===== config.mk =====
export PLATFORM = sky130hd
export DESIGN_NAME = decode_issue
export DESIGN_NICKNAME = d
export VERILOG_FILES = /design/src/rtl/decode_issue.sv
export SDC_FILE = /design/constraint.sdc
export NUM_CORES = 1
export LEC_CHECK = 0
export BUFFER_PORTS_ARGS = -buffer_cell sky130_fd_sc_hd__buf_4
export CAP_MARGIN = 5
export CORE_MARGIN = 2
export CORE_UTILIZATION = 46
export CTS_BUF_LIST = sky130_fd_sc_hd__clkbuf_16
export DETAILED_ROUTE_END_ITERATION = 12
export GPL_TIMING_DRIVEN = 0
export PLACE_DENSITY = 0.88
export SETUP_SLACK_MARGIN = 0.15
export SYNTH_ARGS = -nofsm -noshare
export SYNTH_HDL_FRONTEND = slang
export SYNTH_SLANG_ARGS = --single-unit

===== constraint.sdc =====
create_clock -name clock -period 2.6 [get_ports clock]
set_input_delay 0 -clock clock [delete_from_list [all_inputs] [get_ports clock]]
set_output_delay 0 -clock clock [all_outputs]
set_load 0.01 [all_outputs]

===== src/rtl/decode_issue.sv =====
// Decode/issue front end for the execute ALU: decodes fetch words into a single registered
// issue slot. Define DECODE_SCOREBOARD_EN to add a pending-write scoreboard with a RAW stall.
module decode_issue #(
    parameter int MUL_LAT = 3,
    parameter int NREGS   = 32
) (
    input  logic        clock,
    input  logic        reset_n,
    input  logic        in_valid,
    output logic        in_ready,
    input  logic [31:0] in_instr,
    output logic [4:0]  rf_addr_a,
    output logic [4:0]  rf_addr_b,
    input  logic [31:0] rf_data_a,
    input  logic [31:0] rf_data_b,
    output logic        out_valid,
    input  logic        out_ready,
    output logic [7:0]  alu_instr,
    output logic [31:0] alu_val1,
    output logic [31:0] alu_val2,
    output logic [4:0]  dst_reg,
    output logic        wr_en,
    output logic [31:0] store_data,
    output logic        is_mem,
    output logic        is_store,
    output logic        is_branch,
    output logic        illegal
`ifdef DECODE_SCOREBOARD_EN
    ,
    input  logic        wb_valid,
    input  logic [4:0]  wb_reg
`endif
);

    typedef struct packed {
        logic [7:0]  alu_instr;
        logic [31:0] val1;
        logic [31:0] val2;
        logic [4:0]  dst_reg;
        logic        wr_en;
        logic [31:0] store_data;
        logic        is_mem;
        logic        is_store;
        logic        is_branch;
        logic        illegal;
    } slot_t;

    localparam logic [2:0] MUL_RELOAD = 3'(MUL_LAT - 1);

    // r0 and out-of-range registers read as zero whatever the register file returns
    function automatic logic reg_live(input logic [4:0] a);
        return (a != 5'd0) && (int'(a) < NREGS);
    endfunction

    logic [7:0]  opc;
    logic [4:0]  rd, ra, rb;
    logic [31:0] imm_sx, opa, opb;
    logic        is_st;
    slot_t       dec, slot_q;
    logic        slot_full;
    logic [2:0]  mul_cnt;
    logic        load, fire, raw_stall;

    assign opc    = in_instr[31:24];
    assign rd     = in_instr[23:19];
    assign ra     = in_instr[18:14];
    assign rb     = in_instr[13:9];
    assign imm_sx = {{18{in_instr[13]}}, in_instr[13:0]};
    assign is_st  = (opc == 8'h12) || (opc == 8'h13);

    // stores need R[rd] as data, so port B is steered to rd for them
    assign rf_addr_a = ra;
    assign rf_addr_b = is_st ? rd : rb;
    assign opa       = reg_live(rf_addr_a) ? rf_data_a : 32'd0;
    assign opb       = reg_live(rf_addr_b) ? rf_data_b : 32'd0;

    always_comb begin
        dec = '0;
        case (opc)
            8'h00, 8'h01, 8'h02: begin
                dec.alu_instr = opc;
                dec.val1      = opa;
                dec.val2      = opb;
                dec.dst_reg   = rd;
                dec.wr_en     = 1'b1;
            end
            8'h10, 8'h11: begin
                dec.alu_instr = opc;
                dec.val1      = opa;
                dec.val2      = imm_sx;
                dec.dst_reg   = rd;
                dec.wr_en     = 1'b1;
                dec.is_mem    = 1'b1;
            end
            8'h12, 8'h13: begin
                dec.alu_instr  = opc;
                dec.val1       = opa;
                dec.val2       = imm_sx;
                dec.store_data = opb;
                dec.is_mem     = 1'b1;
                dec.is_store   = 1'b1;
            end
            8'h30: begin
                dec.alu_instr = opc;
                dec.val1      = opa;
                dec.val2      = opb;
                dec.is_branch = 1'b1;
            end
            8'h31: begin
                dec.alu_instr = opc;
                dec.val1      = opa;
                dec.val2      = imm_sx;
                dec.is_branch = 1'b1;
            end
            8'h32, 8'h33: dec.alu_instr = opc;
            default:      dec.illegal   = 1'b1;
        endcase
    end

    assign out_valid = slot_full && (mul_cnt == 3'd0);
    assign fire      = out_valid && out_ready;
    assign load      = in_valid && in_ready;

    always_comb begin
        in_ready = (!slot_full || (out_ready && (mul_cnt == 3'd0))) && !raw_stall;
    end

    always_ff @(posedge clock or negedge reset_n) begin
        if (!reset_n) begin
            slot_full <= 1'b0;
            slot_q    <= '0;
            mul_cnt   <= 3'd0;
        end else begin
            if (load)
                slot_q <= dec;
            if (load)
                slot_full <= 1'b1;
            else if (fire)
                slot_full <= 1'b0;
            if (fire && (slot_q.alu_instr == 8'h02))
                mul_cnt <= MUL_RELOAD;
            else if (mul_cnt != 3'd0)
                mul_cnt <= mul_cnt - 3'd1;
        end
    end

`ifdef DECODE_SCOREBOARD_EN
    logic [NREGS-1:0] pending, pending_nx;
    logic             use_a, use_b;

    always_comb begin
        use_a = 1'b0;
        use_b = 1'b0;
        case (opc)
            8'h00, 8'h01, 8'h02, 8'h12, 8'h13, 8'h30: begin
                use_a = 1'b1;
                use_b = 1'b1;
            end
            8'h10, 8'h11, 8'h31: use_a = 1'b1;
            default: ;
        endcase
    end

    assign raw_stall = in_valid &&
        ((use_a && reg_live(rf_addr_a) && pending[rf_addr_a]) ||
         (use_b && reg_live(rf_addr_b) && pending[rf_addr_b]));

    // set is applied after clear so a same-cycle set wins
    always_comb begin
        pending_nx = pending;
        if (wb_valid && reg_live(wb_reg))
            pending_nx[wb_reg] = 1'b0;
        if (load && dec.wr_en && reg_live(dec.dst_reg))
            pending_nx[dec.dst_reg] = 1'b1;
    end

    always_ff @(posedge clock or negedge reset_n) begin
        if (!reset_n)
            pending <= '0;
        else
            pending <= pending_nx;
    end
`else
    assign raw_stall = 1'b0;
`endif

    assign alu_instr  = slot_q.alu_instr;
    assign alu_val1   = slot_q.val1;
    assign alu_val2   = slot_q.val2;
    assign dst_reg    = slot_q.dst_reg;
    assign wr_en      = slot_q.wr_en;
    assign store_data = slot_q.store_data;
    assign is_mem     = slot_q.is_mem;
    assign is_store   = slot_q.is_store;
    assign is_branch  = slot_q.is_branch;
    assign illegal    = slot_q.illegal;

endmodule


* Word level (Yosys, flattened, before mapping)
Cells that the tools add are included.
** Word-level totals
- Bits of input ports :: 100
- Logic and storage cells :: 61
- Output and inout bits :: 126
- Bits in registers :: 118
** Operators by class
- Reductions and logical operators :: 22
- Mux-type cells :: 15
- Equal/unequal tests :: 11
- $add $sub $neg :: 1
** Operators with widths (count)
- $pmux W64 S2 :: 1
- $mux W32 :: 3
- $eq A8 B5 Y1 const B :: 4
- $eq A8 B6 Y1 const B :: 4
- $eq A8 B2 Y1 const B :: 2
- $reduce_or A11 Y1 :: 1
- $reduce_bool A5 Y1 :: 2
- $reduce_or A5 Y1 :: 2
- $eq A8 B1 Y1 const B :: 1
- $logic_not A8 Y1 :: 1
- $mux W8 :: 1
- $reduce_or A4 Y1 :: 2
- $mux W1 :: 6
- $mux W3 :: 2
- $mux W6 :: 1
- $logic_and A1 B1 Y1 :: 5
- $mux W5 :: 1
- $reduce_bool A2 Y1 :: 2
- $reduce_or A2 Y1 :: 2
- $logic_not A3 Y1 :: 1
- $reduce_bool A3 Y1 :: 1
- $sub A3 B1 Y3 const B :: 1
- $logic_or A1 B1 Y1 :: 2
- $logic_not A1 Y1 :: 1

* Depth between registers and ports, before layout
Gate-level depths: netlist of the first run.
- Depth in word-level cells :: 6
- Depth in mapped cells :: 8
- Gate-level depth less buffers :: 7

* Worst setup path after synthesis of the first run
No wires, ideal clock.
- Kind :: register to register
- Start :: register mul_cnt[0]
- End :: register slot_q (netlist bit alu_val1[10])
- Library setup time :: 0.065 ns
- Clock period less this slack :: 2.091 ns
- Data required time :: 2.535 ns
- Arrival :: 2.025 ns
- Path slack :: 0.509 ns
- Cell stages (with the launch flop) :: 9
- Cell sequence :: dfrtp_1 > inv_1 > ha_1 > ha_1 > a21bo_2 > nand2_1 > clkbuf_1 > clkbuf_1 > a22o_1
** Between the ends
- Cells in the longest elaborated chain, start to end :: 4
** Ends and longest elaborated chain
- start: declaration :: line 61 : logic [2:0] mul_cnt;
- start signal: assignment :: line 143 : mul_cnt <= mul_cnt - 3'd1;
- $logic_not A3 Y1 :: line 125 : in_ready = (!slot_full || (out_ready && (mul_cnt == 3'd0))) && !raw_stall;
- $logic_and A1 B1 Y1 :: line 125
- $logic_or A1 B1 Y1 :: line 125
- net in_ready :: line 10 : output logic in_ready,
- $logic_and A1 B1 Y1 :: line 122 : assign load = in_valid && in_ready;
- end signal: assignment :: line 131 : slot_q <= '0;
- end signal: assignment :: line 135 : slot_q <= dec;
- end: declaration :: line 59 : slot_t dec, slot_q;
The timed path passes the listed nets, and every way through them passes these cells.
A chain may end at the register's enable or synchronous reset.

* Worst setup path after layout of the first run
- Start :: register mul_cnt[0]
- End :: register slot_q (netlist bit alu_val2[6])
** Between the ends
- Cells in the longest elaborated chain, start to end :: 4
** Ends and longest elaborated chain (line)
- $logic_not A3 Y1 :: 125
- $logic_and A1 B1 Y1 :: 125
- $logic_or A1 B1 Y1 :: 125
- $logic_and A1 B1 Y1 :: 122
Every way passes these cells.

==> results of run 1 <==
[worst paths after layout]
| check | from | endpoint | slack, ps |
|---|---|---|---|
| max | mul_cnt[0] | alu_val2[6] | 260 |
| max in group asynchronous | reset_n | store_data[15] | 1630 |
| min | out_ready | mul_cnt[0] | 20 |
| max reg2reg | mul_cnt[0] | alu_val2[6] | 260 |
| min in group asynchronous | reset_n | alu_val1[14] | 210 |
| min reg2reg | wr_en | wr_en | 480 |
[worst reg2reg max path, stage by stage (launching register included)]
cell                      delay, ps
sky130_fd_sc_hd__dfrtp_1        360
sky130_fd_sc_hd__inv_1           50
sky130_fd_sc_hd__ha_1           190
sky130_fd_sc_hd__ha_1           270
sky130_fd_sc_hd__a21bo_2        270
sky130_fd_sc_hd__and2_1         180
sky130_fd_sc_hd__and3_1         240
sky130_fd_sc_hd__buf_2          230
sky130_fd_sc_hd__a221o_1        410
[layout make-up]
| cell class | instances | area, sq um | area share |
|---|---|---|---|
| flip-flops and latches | 118 | 2950 | 0.361 |
| repair buffers | 312 | 2580 | 0.316 |
| multi-input cells | 198 | 1620 | 0.198 |
| clock buffers | 17 | 425 | 0.0520 |
| plain buffers | 31 | 224 | 0.0274 |
| clock inverters | 15 | 178 | 0.0217 |
| well taps | 136 | 170 | 0.0208 |
| inverters | 6 | 22.5 | 0.00275 |
[cell usage in the layout, fill, tap and decap left out, types with 2 or more instances in the layout]
cell / netlist / final
sky130_fd_sc_hd__a21oi_1: 2 / 2
sky130_fd_sc_hd__a221o_1: 24 / 24
sky130_fd_sc_hd__a22o_1: 72 / 72
sky130_fd_sc_hd__and2_1: 20 / 20
sky130_fd_sc_hd__buf_2: 8 / 8
sky130_fd_sc_hd__buf_4: 7 / 230
sky130_fd_sc_hd__buf_6: 9 / 9
sky130_fd_sc_hd__bufinv_16: 0 / 3
sky130_fd_sc_hd__clkbuf_1: 7 / 4
sky130_fd_sc_hd__clkbuf_16: 0 / 17
sky130_fd_sc_hd__clkbuf_2: 0 / 3
sky130_fd_sc_hd__clkinv_4: 0 / 3
sky130_fd_sc_hd__clkinvlp_4: 0 / 3
sky130_fd_sc_hd__dfrtp_1: 118 / 118
sky130_fd_sc_hd__dlygate4sd3_1: 0 / 88
sky130_fd_sc_hd__ha_1: 2 / 2
sky130_fd_sc_hd__inv_1: 5 / 6
sky130_fd_sc_hd__inv_6: 0 / 3
sky130_fd_sc_hd__mux2_2: 5 / 5
sky130_fd_sc_hd__nand2_1: 15 / 14
sky130_fd_sc_hd__nand2b_1: 2 / 2
sky130_fd_sc_hd__nor2_1: 9 / 9
sky130_fd_sc_hd__nor3_1: 9 / 9
sky130_fd_sc_hd__nor3_4: 2 / 2
sky130_fd_sc_hd__o21a_1: 2 / 2
sky130_fd_sc_hd__o21ai_0: 4 / 4
sky130_fd_sc_hd__o22a_1: 8 / 8
sky130_fd_sc_hd__or4_1: 3 / 3
[timing repair]
action / 4_1_cts / 5_1_grt
hold endpoints to repair: 155 / 0
hold buffers: 88 / 0
pin swaps: 0 / 1
resized for setup: 3 / 3
setup endpoints to repair: 54 / 67
[kinds of logic (layout without fill, tap and decap cells)]
kind of cell    Yosys count  in the layout
compound gates          118            118
xor+xnor                  1              1
fa+ha+maj                 2              2
buf+inv                  37            381
flops                   118            118
mux                       6              6
simple gates             71             71
[power by group through the flow]
stage	Combinational (mW)	Clock [mW]	Sequential (mW)
after floorplan	0.455	0	2.25
after global placement	1.10	0	2.18
after detailed placement	1.14	0	2.19
after CTS	1.27	2.39	2.16
after global routing	1.39	2.51	2.19
final	1.30	2.39	2.18
[per-layer routing]
metal	vias to the layer above	GRT usage	part of all wire
li1	2004	-	-
met1	2368	0.373	0.37
met2	243	0.561	0.53
met3	55	0.0723	0.058
met4	0	0.164	0.043
met5	-	0	0
[through the flow]
step                      total power [mW]  instance area (sq um)  instances
after floorplan                       2.71                   4810        353
after global placement                3.28                   6650        712
after detailed placement              3.33                   6680        713
after CTS                             5.82                   8170        833
after global routing                  6.09                   8180        833
final                                 5.87                   8180        833
==> tab_implementation.tex, run 1 <==
\begin{tabular}{lr}
\hline
Metric & Value \\
\hline
\multicolumn{2}{l}{\textbf{Global route}} \\
\quad Number of global-route vias before repair & around 5000 \\
\quad Total overflow reported by the global router & 0 \\
\quad Wire length of the first global-routing pass & 27200 um \\
\quad Combined global-route utilization of all metal layers & 0.322 \\
\quad Pin count of the biggest net entering global routing & 70 \\
\quad Number of antenna violations at the first check in global routing & 0 \\
\multicolumn{2}{l}{\textbf{STA}} \\
\quad Final critical-path required period & roughly 2300 ps \\
\quad Maximum clock skew at final layout & approximately 12 ps \\
\quad RSZ-0062 raised after global routing & no \\
\quad Max-slew violation count & 0 \\
\quad Number of setup violations in the final report & 0 \\
\quad Final worst path period share & 0.900 \\
\quad Actual slew at the worst max-slew pin & between 800 and 900 ps \\
\quad Tightest slew margin relative to the limit & 0.449 \\
\quad Final worst slack & $\sim$260 ps \\
\quad Total Negative Setup Slacks & 0 ps \\
\quad Fmax achieved & approximately 0.43 GHz \\
\quad Count of endpoints failing hold in the final timing report & 0 \\
\quad Fin Hold WS & about 23 ps \\
\multicolumn{2}{l}{\textbf{Worst setup path}} \\
\quad Slowest cell on the critical path & sky130\_fd\_sc\_hd\_\_a221o\_1 \\
\quad Top delay family on crit path & compound AO/OA/AOI/OAI gates \\
\quad Buffers and inverters on the worst path & 2 \\
\quad Number of cells on the worst reg-to-reg path & 8 \\
\quad Element type at the critical path start & flop \\
\quad Maximum net fanout on the critical path & 10 \\
\quad WP depth & 8 \\
\quad Crit. End Element & flop \\
\quad Endpoint arrival time on the critical path & around 2600 ps \\
\quad CP Cell Sequence & inv\_1, ha\_1, ha\_1, a21bo\_2, and2\_1, and3\_1, buf\_2, a221o\_1 \\
\quad Delay contributed by the slowest stage of the critical path & 410 ps \\
\quad Worst path required time & around 2900 ps \\
\quad Kind of critical path & flop to flop \\
\quad Most used cell, CP & sky130\_fd\_sc\_hd\_\_ha\_1 \\
\multicolumn{2}{l}{\textbf{Floorplanning}} \\
\quad DIE AREA & 11300 sq um \\
\quad Starting density of the core & 0.470 \\
\quad Vertical die dimension & around 110 um \\
\quad Placement row count & 37 \\
\quad Placeable core area & around 10000 sq um \\
\quad Die Span X & between 100 and 150 um \\
\quad Io pins & between 200 and 250 \\
\multicolumn{2}{l}{\textbf{Synthesis}} \\
\quad Avg Inst Size Synth & $\sim$14 sq um \\
\quad Synth Net Count & around 460 \\
\quad Primary flip-flop cell chosen by synthesis mapping & sky130\_fd\_sc\_hd\_\_dfrtp\_1 \\
\quad Area fraction in and, or, nand and nor cells after synthesis & 0.0945 \\
\quad Top-area cell type share of the netlist area & 0.614 \\
\quad Yosys cell types & 40 \\
\quad Number of instances in the synthesized netlist & approximately 350 \\
\quad Most area-consuming cells after synthesis & sky130\_fd\_sc\_hd\_\_dfrtp\_1, sky130\_fd\_sc\_hd\_\_a22o\_1, sky130\_fd\_sc\_hd\_\_a221o\_1 \\
\quad Xor and xnor area share after synthesis & 0.00182 \\
\quad Adder-cell share of the synthesized area & 0.00521 \\
\quad Yosys top cell by area & sky130\_fd\_sc\_hd\_\_dfrtp\_1 \\
\quad Compound-Gate Fraction of Synth Area & 0.220 \\
\quad Main combinational cell family by area after synthesis & compound AO/OA/AOI/OAI gates \\
\quad Number of storage elements in the synthesis netlist & 118 \\
\quad Syn. warnings & 0 \\
\quad EDFF count, synth & 0 \\
\quad Post-synth design cell area & between 4000 and 5000 sq um \\
\quad Cell with the most instances after synthesis & sky130\_fd\_sc\_hd\_\_dfrtp\_1 \\
\quad Proportion of synthesized chip area in sequential cells & 0.614 \\
\quad Share of cell area taken by muxes after synthesis & 0.0138 \\
\quad Top cells by count, synth & sky130\_fd\_sc\_hd\_\_dfrtp\_1, sky130\_fd\_sc\_hd\_\_a22o\_1, sky130\_fd\_sc\_hd\_\_a221o\_1 \\
\quad Async set or reset register ratio after synthesis & 1.00 \\
\multicolumn{2}{l}{\textbf{Placement}} \\
\quad Count of input and output buffers & around 220 \\
\quad Post-place setup slack & -78.2 ps \\
\quad Hpwl dp & 10900 um \\
\quad RD Place Congestion & about 0.8 \\
\multicolumn{2}{l}{\textbf{Power and ir drop}} \\
\quad Part of the total power dissipated in sequential elements & 0.371 \\
\quad Sw Pwr & about 1.6 mW \\
\quad Maximum vdd ir drop & 0.488 mV \\
\quad Share of power burned in combinational logic & 0.222 \\
\quad Static power due to leakage & 4.17 nW \\
\quad Pwr/cell area & about 700 nW/um\^{}2 \\
\quad Internal power & approximately 4.2 mW \\
\quad Sw Share & 0.279 \\
\quad Clock share of power & 0.407 \\
\multicolumn{2}{l}{\textbf{Clock tree}} \\
\quad Total clock buffers created by CTS & 17 \\
\quad Number of buffers inserted by post-CTS setup repair & 0 \\
\quad CTS sink cnt & between 100 and 150 \\
\quad Buffer cell driving the clock tree root & sky130\_fd\_sc\_hd\_\_clkbuf\_16 \\
\quad Max Root-Sink Buffers & 2 \\
\quad TritonCTS clock tree & built \\
\quad Number of levels the H-tree was split into & 4 \\
\quad CTS clock-pin slew for the worst setup and hold paths & approximately 60 ps \\
\quad Clock latency on the worst-skew pair & roughly 400 ps \\
\multicolumn{2}{l}{\textbf{Layout}} \\
\quad Fraction of layout instances using a drive strength above 1 & 0.429 \\
\quad Area growth from synthesis to layout & 70.1\% \\
\quad Layout Utilization & 0.799 \\
\quad Final layout net count & 786 \\
\quad Layout filler cell count & 600 \\
\quad Final antenna diode count & 0 \\
\multicolumn{2}{l}{\textbf{Routing}} \\
\quad Vias per cell & between 5 and 6 \\
\quad DRC violations left & 0 \\
\quad Total detailed-routing wirelength & $\sim$18000 um \\
\quad Number of iterations in the first detailed-routing pass & 8 \\
\quad Total number of vias & roughly 4700 \\
\quad Count of antenna-violating nets left after detailed routing & 0 \\
\quad Final routed wire length divided by cell count & around 22 um \\
\quad Drt initial violations & 245 \\
\multicolumn{2}{l}{\textbf{Hold path}} \\
\quad Class of the most critical hold timing path & input port to flop \\
\quad Worst Hold Path Cells & 4 \\
\multicolumn{2}{l}{\textbf{Status}} \\
\quad Status & finished, final reports clean \\
\multicolumn{2}{l}{\textbf{Job}} \\
\quad \# Max-Cap Violations & 0 \\
\hline
\end{tabular}
No activity file was read; power rests on OpenSTA's default activity.
==> run 2, diff against run 1 <==
Settings changed: RECOVER_POWER set to 25.
==> tab_implementation.tex, run 2 (synthesis gave the netlist of run 1 again) <==
\begin{tabular}{lr}
\hline
Metric & Value \\
\hline
\multicolumn{2}{l}{\textbf{Status}} \\
\quad Status & finished, final reports clean \\
\multicolumn{2}{l}{\textbf{STA}} \\
\quad Fmax achieved & 0.425 GHz (-0.54\%) \\
\quad Final worst path period share & 0.905 (+0.00486) \\
\quad Number of setup violations in the final report & 0 (unchanged) \\
\quad Fin Hold WS & 19.0 ps (-3.62 ps) \\
\quad Max-slew violation count & 0 (unchanged) \\
\quad Actual slew at the worst max-slew pin & 1270 ps (+448 ps) \\
\quad Final critical-path required period & 2350 ps (+12.6 ps) \\
\quad Count of endpoints failing hold in the final timing report & 0 (unchanged) \\
\quad Final worst slack & 248 ps (-12.6 ps) \\
\quad Maximum clock skew at final layout & 9.51 ps (-2.79 ps) \\
\quad Tightest slew margin relative to the limit & 0.154 (-0.294) \\
\quad RSZ-0062 raised after global routing & no \\
\multicolumn{2}{l}{\textbf{Layout}} \\
\quad Fraction of layout instances using a drive strength above 1 & 0.370 (-0.0588) \\
\quad Top library cells by usage in the layout, fill and taps aside & sky130\_fd\_sc\_hd\_\_buf\_4, sky130\_fd\_sc\_hd\_\_dfrtp\_1, sky130\_fd\_sc\_hd\_\_dlygate4sd3\_1 \\
\quad Area growth from synthesis to layout & 66.8\% \\
\quad Final antenna diode count & 0 (unchanged) \\
\quad Most common cell after layout, fill and taps aside & sky130\_fd\_sc\_hd\_\_buf\_4 \\
\quad Final layout net count & 786 (unchanged) \\
\quad Final non-filler cell area & 8020 sq um (-1.9\%) \\
\multicolumn{2}{l}{\textbf{Floorplanning}} \\
\quad Vertical die dimension & 106 um (unchanged) \\
\quad Placeable core area & 10200 sq um (unchanged) \\
\quad DIE AREA & 11300 sq um (unchanged) \\
\quad Io pins & 226 (unchanged) \\
\quad Die Span X & 106 um (unchanged) \\
\quad Placement row count & 37 (unchanged) \\
\quad Starting density of the core & 0.470 (unchanged) \\
\multicolumn{2}{l}{\textbf{Worst setup path}} \\
\quad Element type at the critical path start & flop \\
\quad Kind of critical path & flop to flop \\
\quad Endpoint arrival time on the critical path & 2630 ps (+20 ps) \\
\quad Worst path required time & 2880 ps (about the same) \\
\quad Crit. End Element & flop \\
\quad Maximum net fanout on the critical path & 10 (unchanged) \\
\multicolumn{2}{l}{\textbf{Power and ir drop}} \\
\quad Static power due to leakage & 4.00 nW (-4.1\%) \\
\quad Power consumption & 5.83 mW (-0.68\%) \\
\quad Pwr/cell area & 727 nW/um\^{}2 (+1.3\%) \\
\quad Maximum vdd ir drop & 0.466 mV (-4.5\%) \\
\multicolumn{2}{l}{\textbf{Clock tree}} \\
\quad Total clock buffers created by CTS & 17 (unchanged) \\
\quad Buffer cell driving the clock tree root & sky130\_fd\_sc\_hd\_\_clkbuf\_16 \\
\quad Number of levels the H-tree was split into & 4 (unchanged) \\
\quad CTS clock-pin slew for the worst setup and hold paths & 60 ps (about the same) \\
\quad Clock latency on the worst-skew pair & 410 ps (about the same) \\
\quad TritonCTS clock tree & built \\
\quad Max Root-Sink Buffers & 2 (unchanged) \\
\quad CTS sink cnt & 118 (unchanged) \\
\quad Number of buffers inserted by post-CTS setup repair & 0 (unchanged) \\
\multicolumn{2}{l}{\textbf{Hold path}} \\
\quad Class of the most critical hold timing path & input port to flop \\
\multicolumn{2}{l}{\textbf{Global route}} \\
\quad Number of antenna violations at the first check in global routing & 0 (unchanged) \\
\quad Total overflow reported by the global router & 0 (unchanged) \\
\quad Wire length of the first global-routing pass & 27200 um (unchanged) \\
\quad Combined global-route utilization of all metal layers & 0.322 (unchanged) \\
\quad Pin count of the biggest net entering global routing & 70 (unchanged) \\
\quad Number of global-route vias before repair & 4955 (unchanged) \\
\multicolumn{2}{l}{\textbf{Routing}} \\
\quad Number of iterations in the first detailed-routing pass & 5 (-3) \\
\quad Drt initial violations & 257 (+4.9\%) \\
\quad DRC violations left & 0 (unchanged) \\
\quad Vias per cell & 5.61 (about the same) \\
\quad Count of antenna-violating nets left after detailed routing & 0 (unchanged) \\
\quad Total detailed-routing wirelength & 18000 um (+0.26\%) \\
\quad Total number of vias & 4672 (+0.043\%) \\
\quad Final routed wire length divided by cell count & 21.6 um (+0.26\%) \\
\multicolumn{2}{l}{\textbf{Placement}} \\
\quad Cell area reported after detailed placement & 6680 sq um (unchanged) \\
\quad Post-place setup slack & -78.2 ps (unchanged) \\
\quad Count of input and output buffers & 223 (unchanged) \\
\quad Hpwl dp & 10900 um (unchanged) \\
\quad RD Place Congestion & 0.816 (unchanged) \\
\multicolumn{2}{l}{\textbf{Job}} \\
\quad \# Max-Cap Violations & 0 (unchanged) \\
\hline
\end{tabular}
==> run 2: changes by cell type in the layout (fill, tap and decap cells not counted) <==
cell                       previous run  this run
sky130_fd_sc_hd__clkbuf_2             3         4
sky130_fd_sc_hd__clkbuf_1             4        45
sky130_fd_sc_hd__buf_4              230       188
==> run 2: path summary, 6_finish.rpt <==
check | slack [ps] | endpoint | cells past startpoint | start
setup reg to reg | 250 | alu_val2[6] | 8 | mul_cnt[0]
min in group asynchronous | 440 | alu_val1[14] | 2 | reset_n
hold reg to reg | 480 | wr_en | 1 | wr_en
max in group asynchronous | 1220 | store_data[15] | 3 | reset_n
hold / removal | 20 | mul_cnt[0] | 4 | out_ready
setup / recovery | 250 | alu_val2[6] | 8 | mul_cnt[0]
==> run 2: power breakdown <==
group | internal, mW | total (mW) | switching, mW
Sequential | 2.04 | 2.17 | 0.134
Combinational | 0.638 | 1.26 | 0.624
Clock | 1.51 | 2.39 | 0.882
==> run 2: cell type report <==
type	count	area, sq um
clock inverter	15	178
clock buffer	17	425
tap	136	170
inverter	6	22.5
buffer	31	224
multi-input combinational	198	1620
timing repair buffer	312	2430
fill	658	2210
sequential	118	2950
==> run 2: timing repair <==
action                     4_1_cts  5_1_grt
setup endpoints to repair       54       67
hold endpoints to repair       155        0
gates resized for setup          3        3
hold buffers                    88        0
pin swaps                        0        1
==> run 2: through the flow <==
step / std cells / utilization / setup TNS [ps]
2_1_floorplan: 353 / - / 0
3_3_place_gp: 712 / 0.650 / -224
3_5_place_dp: 713 / 0.653 / -694
4_1_cts: 833 / 0.799 / 0
5_1_grt: 833 / 0.784 / 0
6_report: 833 / 0.784 / 0
==> run 2: per-layer routing <==
metal  routed length [um]  vias to the layer above  track usage
li1                     -                     2007            -
met1                 6640                     2367        0.373
met2                 9510                      241        0.561
met3                 1060                       57       0.0723
met4                  798                        0        0.164
met5                    0                        -            0
==> run 2: critical path, stage by stage (launching register included) <==
cell and delay [ps]:
sky130_fd_sc_hd__dfrtp_1 360, sky130_fd_sc_hd__inv_1 50, sky130_fd_sc_hd__ha_1 190, sky130_fd_sc_hd__ha_1 270
sky130_fd_sc_hd__a21bo_2 270, sky130_fd_sc_hd__and2_1 180, sky130_fd_sc_hd__and3_1 250, sky130_fd_sc_hd__buf_2 240
sky130_fd_sc_hd__a221o_1 410
==> run 3, diff against run 2 <==
==> constraint.sdc (replaced) <==
create_clock -name clock -period 2.6 [get_ports clock]
set_input_delay 0.13 -clock clock [delete_from_list [all_inputs] [get_ports clock]]
set_output_delay 0.13 -clock clock [all_outputs]
set_load 0.01 [all_outputs]
==> tab_implementation.tex, run 3 (synthesis gave the netlist of run 1 again) <==
\begin{tabular}{lr}
\hline
Metric & Value \\
\hline
\multicolumn{2}{l}{\textbf{Status}} \\
\quad Status & finished, final reports clean \\
\multicolumn{2}{l}{\textbf{STA}} \\
\quad Actual slew at the worst max-slew pin & 1270 ps (-0.326 ps) \\
\quad Count of endpoints failing hold in the final timing report & 0 (unchanged) \\
\quad Maximum clock skew at final layout & 9.34 ps (-0.176 ps) \\
\quad Fmax achieved & 0.428 GHz (+0.61\%) \\
\quad Max-slew violation count & 0 (unchanged) \\
\quad Tightest slew margin relative to the limit & 0.155 (+0.000218) \\
\quad Total Negative Setup Slacks & 0 ps (unchanged) \\
\quad Final worst slack & 262 ps (+14.2 ps) \\
\quad Final worst path period share & 0.899 (-0.00546) \\
\quad Number of setup violations in the final report & 0 (unchanged) \\
\quad Final critical-path required period & 2340 ps (-14.2 ps) \\
\quad RSZ-0062 raised after global routing & no \\
\multicolumn{2}{l}{\textbf{Floorplanning}} \\
\quad Starting density of the core & 0.470 (unchanged) \\
\quad DIE AREA & 11300 sq um (unchanged) \\
\quad Vertical die dimension & 106 um (unchanged) \\
\quad Placeable core area & 10200 sq um (unchanged) \\
\quad Placement row count & 37 (unchanged) \\
\quad Die Span X & 106 um (unchanged) \\
\quad Io pins & 226 (unchanged) \\
\multicolumn{2}{l}{\textbf{Layout}} \\
\quad Sequential Area & 2950 sq um (unchanged) \\
\quad Final layout net count & 782 (-0.51\%) \\
\quad Layout filler cell count & 661 (+0.46\%) \\
\quad Top library cells by usage in the layout, fill and taps aside & sky130\_fd\_sc\_hd\_\_buf\_4, sky130\_fd\_sc\_hd\_\_dfrtp\_1, sky130\_fd\_sc\_hd\_\_dlygate4sd3\_1 \\
\quad Fraction of layout instances using a drive strength above 1 & 0.372 (+0.00214) \\
\quad Final antenna diode count & 0 (unchanged) \\
\quad Combined area of the multi-input logic cells & 1620 sq um (unchanged) \\
\quad Most common cell after layout, fill and taps aside & sky130\_fd\_sc\_hd\_\_buf\_4 \\
\quad Area growth from synthesis to layout & 66.0\% \\
\multicolumn{2}{l}{\textbf{Worst setup path}} \\
\quad Kind of critical path & flop to flop \\
\quad Maximum net fanout on the critical path & 10 (unchanged) \\
\quad Number of cells on the worst reg-to-reg path & 8 (unchanged) \\
\quad Critical path origin & mul\_cnt[0] \\
\quad Delay contributed by the slowest stage of the critical path & 410 ps (about the same) \\
\quad R2R Setup Slk & 260 ps (about the same) \\
\quad Element type at the critical path start & flop \\
\quad Crit. End Element & flop \\
\quad Reg2reg start & mul\_cnt[0] \\
\quad Slowest cell on the critical path & sky130\_fd\_sc\_hd\_\_a221o\_1 \\
\quad Endpoint arrival time on the critical path & 2620 ps (about the same) \\
\quad Buffers and inverters on the worst path & 2 (unchanged) \\
\quad Critical register-to-register path endpoint & alu\_val2[6] \\
\quad Top delay family on crit path & compound AO/OA/AOI/OAI gates \\
\quad Most used cell, CP & sky130\_fd\_sc\_hd\_\_ha\_1 \\
\quad Worst path required time & 2880 ps (about the same) \\
\quad CP Cell Sequence & inv\_1, ha\_1, ha\_1, a21bo\_2, and2\_1, and3\_1, buf\_2, a221o\_1 \\
\multicolumn{2}{l}{\textbf{Hold path}} \\
\quad Hold path startpoint & in\_instr[8] \\
\quad End point of the worst hold path & alu\_val2[8] \\
\quad Class of the most critical hold timing path & input port to flop \\
\quad Worst Hold Path Cells & 2 (-2) \\
\multicolumn{2}{l}{\textbf{Clock tree}} \\
\quad Clock latency on the worst-skew pair & 410 ps (about the same) \\
\quad Buffer cell driving the clock tree root & sky130\_fd\_sc\_hd\_\_clkbuf\_16 \\
\quad TritonCTS clock tree & built \\
\quad CTS clock-pin slew for the worst setup and hold paths & 60 ps (about the same) \\
\quad Total clock buffers created by CTS & 17 (unchanged) \\
\quad CTS sink cnt & 118 (unchanged) \\
\quad Number of buffers inserted by post-CTS setup repair & 0 (unchanged) \\
\quad Number of levels the H-tree was split into & 4 (unchanged) \\
\quad Max Root-Sink Buffers & 2 (unchanged) \\
\multicolumn{2}{l}{\textbf{Routing}} \\
\quad Total detailed-routing wirelength & 17800 um (-0.99\%) \\
\quad Drt initial violations & 282 (+9.7\%) \\
\quad DRC violations left & 0 (unchanged) \\
\quad Vias per cell & 5.57 (-0.64\%) \\
\quad Count of antenna-violating nets left after detailed routing & 0 (unchanged) \\
\quad Total number of vias & 4620 (-1.1\%) \\
\quad Number of iterations in the first detailed-routing pass & 5 (unchanged) \\
\quad Final routed wire length divided by cell count & 21.5 um (-0.51\%) \\
\multicolumn{2}{l}{\textbf{Power and ir drop}} \\
\quad Pwr/cell area & 729 nW/um\^{}2 (+0.33\%) \\
\quad Static power due to leakage & 3.98 nW (-0.36\%) \\
\quad Internal power & 4.18 mW (-0.16\%) \\
\quad Clock share of power & 0.411 (about the same) \\
\quad Part of the total power dissipated in sequential elements & 0.374 (about the same) \\
\quad Share of power burned in combinational logic & 0.215 (about the same) \\
\quad Maximum vdd ir drop & 0.464 mV (-0.40\%) \\
\quad Sw Pwr & 1.64 mW (-0.20\%) \\
\quad Sw Share & 0.281 (about the same) \\
\multicolumn{2}{l}{\textbf{Global route}} \\
\quad Total overflow reported by the global router & 0 (unchanged) \\
\quad Number of antenna violations at the first check in global routing & 0 (unchanged) \\
\quad Number of global-route vias before repair & 4935 (-0.40\%) \\
\quad Pin count of the biggest net entering global routing & 70 (unchanged) \\
\quad Combined global-route utilization of all metal layers & 0.321 (-0.00133) \\
\quad Wire length of the first global-routing pass & 27100 um (-0.43\%) \\
\multicolumn{2}{l}{\textbf{Placement}} \\
\quad Post-place setup slack & -78.2 ps (unchanged) \\
\quad Count of input and output buffers & 223 (unchanged) \\
\quad Hpwl dp & 10900 um (unchanged) \\
\quad RD Place Congestion & 0.816 (unchanged) \\
\multicolumn{2}{l}{\textbf{Job}} \\
\quad \# Max-Cap Violations & 0 (unchanged) \\
\hline
\end{tabular}
-- run 3: cell types whose count changed in the layout (fill, tap and decap cells not counted) --
cell	change
sky130_fd_sc_hd__dlygate4sd3_1	-4
-- run 3: stage by stage --
step	utilization	hold slack, ps	std cells	power [mW]	area (sq um)
CTS	0.795	9.83	829	5.82	8130
floorplan	-	-166	353	2.71	4810
detailed placement	0.653	193	713	3.33	6680
finish	0.780	17.1	829	5.82	7980
global placement	0.650	347	712	3.28	6650
global route	0.780	9.92	829	6.04	7980
-- run 3: worst max-delay path by stage --
stage / to / cells past startpoint
finish: alu_val2[6] / 8
global route: alu_val2[30] / 8
CTS: alu_val1[6] / 8
detailed placement: store_data[7] / 8
global placement: store_data[7] / 8
floorplan: alu_val1[10] / 8
-- run 3: repair_timing --
| item | 4_1_cts | 5_1_grt |
|---|---|---|
| endpoints found under the setup margin | 54 | 69 |
| gates resized for setup | 3 | 3 |
| endpoints found under the hold margin | 143 | 0 |
| hold buffers | 84 | 0 |
| pin swaps | 0 | 1 |
-- run 3: cell type report --
cell class	instances	area share
sequential	118	0.370
timing repair buffer	308	0.299
multi-input combinational	198	0.203
clock buffer	17	0.0533
buffer	31	0.0281
clock inverter	15	0.0223
tap	136	0.0213
inverter	6	0.00282
-- run 3: per-layer routing --
layer	wire length, um	track usage	share of wire	vias up
met2	9410	0.560	0.53	217
met4	830	0.164	0.047	0
li1	-	-	-	2002
met3	947	0.0730	0.053	61
met5	0	0	0	-
met1	6630	0.369	0.37	2340
-- run 3: power groups by stage --
stage | logic, mW | registers, mW | clock network (mW)
5_1_grt | 1.34 | 2.19 | 2.51
6_report | 1.25 | 2.17 | 2.39
4_1_cts | 1.26 | 2.16 | 2.39
2_1_floorplan | 0.455 | 2.25 | 0
3_3_place_gp | 1.10 | 2.18 | 0
3_5_place_dp | 1.14 | 2.19 | 0
